### config.mk
export PLATFORM = sky130hd
export DESIGN_NAME = encoder_eight_three_queued
export DESIGN_NICKNAME = d
export VERILOG_FILES = /design/src/rtl/encoder_eight_three_queued_pkg.sv /design/src/rtl/encoder_eight_three_queued_prio_pick.sv /design/src/rtl/encoder_eight_three_queued.sv
export SDC_FILE = /design/constraint.sdc
export NUM_CORES = 1
export LEC_CHECK = 0
export BUFFER_PORTS_ARGS = -buffer_cell sky130_fd_sc_hd__buf_2
export CAP_MARGIN = 10
export CORE_MARGIN = 2
export CORE_UTILIZATION = 30
export CTS_CLUSTER_DIAMETER = 50
export DETAILED_ROUTE_END_ITERATION = 7
export GPL_TIMING_DRIVEN = 0
export PLACE_DENSITY_LB_ADDON = 0.25
export SYNTH_ARGS = -nofsm -noshare
export SYNTH_HDL_FRONTEND = slang
export SYNTH_SLANG_ARGS = --single-unit
### constraint.sdc
create_clock -name clk -period 2.15 [get_ports clk]
set_clock_uncertainty 0.1 [all_clocks]
set_input_delay 0.645 -clock clk [delete_from_list [all_inputs] [get_ports clk]]
set_output_delay 0.645 -clock clk [all_outputs]
set_load 0.005 [all_outputs]
### src/rtl/encoder_eight_three_queued_pkg.sv
// Shared constants, FSM state type and the index-to-mask helper
// for the queued 8-to-3 encoder.
package enc_pkg;

  localparam int N = 8;
  localparam int W = 3;

  typedef enum logic [0:0] {
    IDLE    = 1'b0,
    PRESENT = 1'b1
  } enc_state_t;

  function automatic logic [N-1:0] onehot(input logic [W-1:0] code);
    onehot = {{(N-1){1'b0}}, 1'b1} << code;
  endfunction

endpackage

### src/rtl/encoder_eight_three_queued_prio_pick.sv
// Rotating-priority picker: first set bit of vec_i scanning upward from
// start_i with wrap-around; RR=0 pins the scan origin to bit 0.
module encoder_eight_three_queued_prio_pick
  import enc_pkg::*;
#(
  parameter int RR = 0
) (
  input  logic [N-1:0] vec_i,
  input  logic [W-1:0] start_i,
  output logic [W-1:0] code_o,
  output logic         found_o
);

  logic [W-1:0] start_eff_s;
  logic [W-1:0] idx_s;
  logic [W-1:0] code_s;

  assign start_eff_s = (RR != 0) ? start_i : {W{1'b0}};

  // Scan from the far end back toward the origin so the nearest hit wins.
  always_comb begin
    code_s = {W{1'b0}};
    idx_s  = {W{1'b0}};
    for (int k = N - 1; k >= 0; k--) begin
      idx_s  = start_eff_s + W'(k);
      code_s = vec_i[idx_s] ? idx_s : code_s;
    end
  end

  assign code_o  = code_s;
  assign found_o = |vec_i;

endmodule

### src/rtl/encoder_eight_three_queued.sv
// Queued 8-to-3 encoder: sticky pending capture, one code presented per
// valid/ready handshake, optional round-robin fairness.
module encoder_eight_three_queued
  import enc_pkg::*;
#(
  parameter int RR = 0
) (
  input  logic         clk,
  input  logic         rst_n,
  input  logic         en,
  input  logic [N-1:0] req,
  output logic [W-1:0] out_code,
  output logic         out_valid,
  input  logic         out_ready,
  output logic [N-1:0] pending,
  output logic         dropped
);

  enc_state_t   state_q, state_d;
  logic [N-1:0] pending_q, pending_d;
  logic [W-1:0] out_code_q, out_code_d;
  logic         out_valid_q, out_valid_d;
  logic [W-1:0] rr_ptr_q, rr_ptr_d;
  logic         dropped_q, dropped_d;

  logic [W-1:0] start_s;
  logic [W-1:0] pick_code_s;
  logic         found_s;
  logic         handshake_s;
  logic         load_s;
  logic [N-1:0] load_onehot_s;
  logic [N-1:0] set_s;

  assign start_s     = rr_ptr_q + {{(W-1){1'b0}}, 1'b1};
  assign handshake_s = out_valid_q & out_ready;

  encoder_eight_three_queued_prio_pick #(
    .RR(RR)
  ) u_pick (
    .vec_i  (pending_q),
    .start_i(start_s),
    .code_o (pick_code_s),
    .found_o(found_s)
  );

  // Presentation FSM: decides when the picked code moves into out_code.
  always_comb begin
    state_d     = state_q;
    out_code_d  = out_code_q;
    out_valid_d = out_valid_q;
    rr_ptr_d    = rr_ptr_q;
    load_s      = 1'b0;
    case (state_q)
      IDLE: begin
        if (found_s) begin
          load_s  = 1'b1;
          state_d = PRESENT;
        end else begin
          state_d = IDLE;
        end
      end
      PRESENT: begin
        if (handshake_s && found_s) begin
          load_s = 1'b1;
        end else if (handshake_s) begin
          out_valid_d = 1'b0;
          state_d     = IDLE;
        end else begin
          state_d = PRESENT;
        end
      end
      default: begin
        out_valid_d = 1'b0;
        state_d     = IDLE;
      end
    endcase
    if (load_s) begin
      out_valid_d = 1'b1;
      out_code_d  = pick_code_s;
      rr_ptr_d    = pick_code_s;
    end else begin
      rr_ptr_d = rr_ptr_q;
    end
  end

  // A fresh request on the bit being loaded wins over the clear and is not a drop.
  always_comb begin
    load_onehot_s = load_s ? onehot(pick_code_s) : {N{1'b0}};
    set_s         = en ? req : {N{1'b0}};
    pending_d     = (pending_q & ~load_onehot_s) | set_s;
    dropped_d     = |(set_s & pending_q & ~load_onehot_s);
  end

  // State, queue and output registers.
  always_ff @(posedge clk or negedge rst_n) begin
    if (!rst_n) begin
      state_q     <= IDLE;
      pending_q   <= {N{1'b0}};
      out_code_q  <= {W{1'b0}};
      out_valid_q <= 1'b0;
      rr_ptr_q    <= W'(N - 1);
      dropped_q   <= 1'b0;
    end else begin
      state_q     <= state_d;
      pending_q   <= pending_d;
      out_code_q  <= out_code_d;
      out_valid_q <= out_valid_d;
      rr_ptr_q    <= rr_ptr_d;
      dropped_q   <= dropped_d;
    end
  end

  assign out_code  = out_code_q;
  assign out_valid = out_valid_q;
  assign pending   = pending_q;
  assign dropped   = dropped_q;

endmodule

==> results.md <==
- Status: completed
- Post-CTS Resized: 0
- Most common cell after layout, fill and taps aside: buf_2
- Hold Vio Cnt, Final: 0
- Worst endpoint data arrival time: 2.07 ns
- GRT Util Overall: 14.9%
- Met3 usage: 2.50%
- Final WL: 1.87 mm
- Dominant synthesized flop cell: dfrtp_1
- First-pass GRT wire length: 3.08 mm
- Most Crowded Layer GR: met2
- Die Area: 2890 sq um
- Sequential share of power: 50.2%
- Setup Fix Bufs, Post-CTS: 0
- Met1 Use GR: 21.5%
- Post-synth cell types: 24
- Critical Path Max Stage Delay: 0.61 ns
- Final period util: 93.2%
- Initial Util: 30.8%
- # DRC: 0
- Reg area: 350 sq um
- Unrepaired setup endpoints after global routing: no
- Worst-path clk slew: 0.09 ns
- MaxCap Viol Count: 0
- Crit path launch type: flop
- Cell Area, Placed: 901 sq um
- Syn avg cell area: 9.18 sq um
- Int Pwr: 0.000449 W
- Die W: 53.8 microns
- Mapped Nets: 93
- Total clock buffers created by CTS: 3
- Via-to-Cell Ratio: 5.40
- Routability Congestion: 0.766
- Worst setup EP type: flop
- M2 GR Usage: 21.7%
- Ant diodes: 0
- Pre-antenna DRT Iters: 4
- CTS tree: done
- Antenna-violating nets left: 0
- Gate power share: 18.8%
- Count of hold-fix buffers inserted at cts: 0
- Setup CP Type: flop to flop
- FMAX: 0.499 GHz
- Min Tclk post-route: 2.00 ns
- Worst setup margin: 0.146 ns
- Worst-Margin Slew: 0.648 ns
- FP Rows: 18
- Ys async rst share: 100%
- Place WS: 0.0412 ns
- Most frequent cells in the layout: buf_2 (24), nand2_1 (15), dfrtp_1 (14)
- Root buf cell: clkbuf_4
- Sink Count: 14
- Synth Cell Area: 743 sq um
- Max_slew headroom: 56.4%
- CP required: 2.21 ns
- Clk_lat worst skew: 0.28 ns
- GRT Residual Overflow: 0
- Number of synthesized register bits: 14
- Worst-path maximum fanout: 9
- Final Setup Violations: 0
- Ys Warns: 0
- Post-route cell area: 937 sq um
- P&R area growth vs syn: 26.1%
- Sum Neg Setup Slack: 0 ns
- H-tree depth: 1
- Area of the multi-input gates: 370 sq um
- Cells after synthesis: 81
- Hold crit path type: input port to async pin
- DR vias: 750
- Crit path cell chain: or4_4, nor2_2, a31oi_1, o31ai_1, nand2_1
- Core Area: 2410 sq um
- Vias in the first global route: 661
- Leakage: 0.436 nW
- Switching part of the total: 28.8%
- Slew Limit Fails: 0
- WHS: 0.146 ns
- Net load switching power: 0.000182 W
- Max VDD drop: 0.301 mV
- 1st-iter DRT viols: 27
- Layout Utilization: 38.9%
- Pwr dens: 673 nW/um^2
- Sequential share of the synthesized area: 47.1%
- Max stage delay cell, worst path: or4_4
- Antenna violations before repair: 0
- Fill count: 262
- Avg WL per Cell: 13.4 microns
- Pin count of the biggest net entering global routing: 15
- Num ports: 25
- Nets: 122
- Internal reg-to-reg setup slack: 0.15 ns
- Clock power frac: 30.9%
- Share of cells above drive strength 1: 32.1%
- CTS Buffer Depth: 2
- PortBufs: 24
- DIE HEIGHT: 53.8 microns
- Hpwl dp: 1.33 mm
- Post-synth EDFFs: 0
[stage by stage]
stage | total power [W] | instances
6_report | 0.000631 | 139
5_1_grt | 0.000671 | 139
4_1_cts | 0.000636 | 139
3_5_place_dp | 0.000442 | 135
3_3_place_gp | 0.000439 | 135
2_1_floorplan | 0.000382 | 81
[synth_stat cells (all sizes together), types with 2 or more instances]
cell	count	area (sq um)
a31oi	4	25.0
nor2	8	32.5
inv	3	11.3
dfrtp	14	350
o21ai	7	35.0
a21oi	7	35.0
o22ai	2	12.5
a22o	7	63.8
nand2	15	56.3
o31ai	2	15.0
[worst paths after layout]
path                               to        from  cells after the start
setup / recovery              dropped  pending[3]                      5
hold / removal                dropped       rst_n                      1
setup reg to reg              dropped  pending[3]                      5
hold reg to reg             out_valid     state_q                      1
max in group asynchronous  pending[6]       rst_n                      1
min in group clk            out_valid     state_q                      1
[power by group through the flow]
stage / Clock, W / Sequential, W / Combinational (W)
after floorplan: 0 / 0.000319 / 0.0000631
after global placement: 0 / 0.000321 / 0.000119
after detailed placement: 0 / 0.000322 / 0.000120
after CTS: 0.000199 / 0.000317 / 0.000121
after global routing: 0.000210 / 0.000322 / 0.000138
final: 0.000195 / 0.000317 / 0.000119
[area by class of cell]
| class | instances | share of cell area, % |
|---|---|---|
| clock buffers | 4 | 3.87 |
| well taps | 30 | 4.01 |
| plain buffers | 2 | 1.20 |
| flip-flops and latches | 14 | 37.4 |
| inverters | 3 | 1.20 |
| multi-input cells | 62 | 39.5 |
| repair buffers | 24 | 12.8 |
[flip-flops by register name, indices dropped and copies added (netlist names)]
| signal | count |
|---|---|
| dropped | 1 |
| out_code | 3 |
| out_valid | 1 |
| pending | 8 |
| state_q | 1 |
[worst max-delay path, delay by kind of cell, from the launching register on]
kind / cells / cell delay [ns]
simple gates: 3 / 0.91
compound gates: 2 / 0.40
flops: 1 / 0.48
[logic make-up after synthesis]
logic type             share of synthesized area (%)
DFF                                             47.1
AOI/OAI and AO/OA                               30.8
and+or+nand+nor                                 19.0
buffers and inverters                           3.03
[layer usage]
layer / vias to the layer above / wire length, microns
met5: - / 0
met4: 0 / 23
met3: 3 / 105
met2: 27 / 841
met1: 358 / 895
li1: 362 / -
Power figures use the tool's default switching activity.
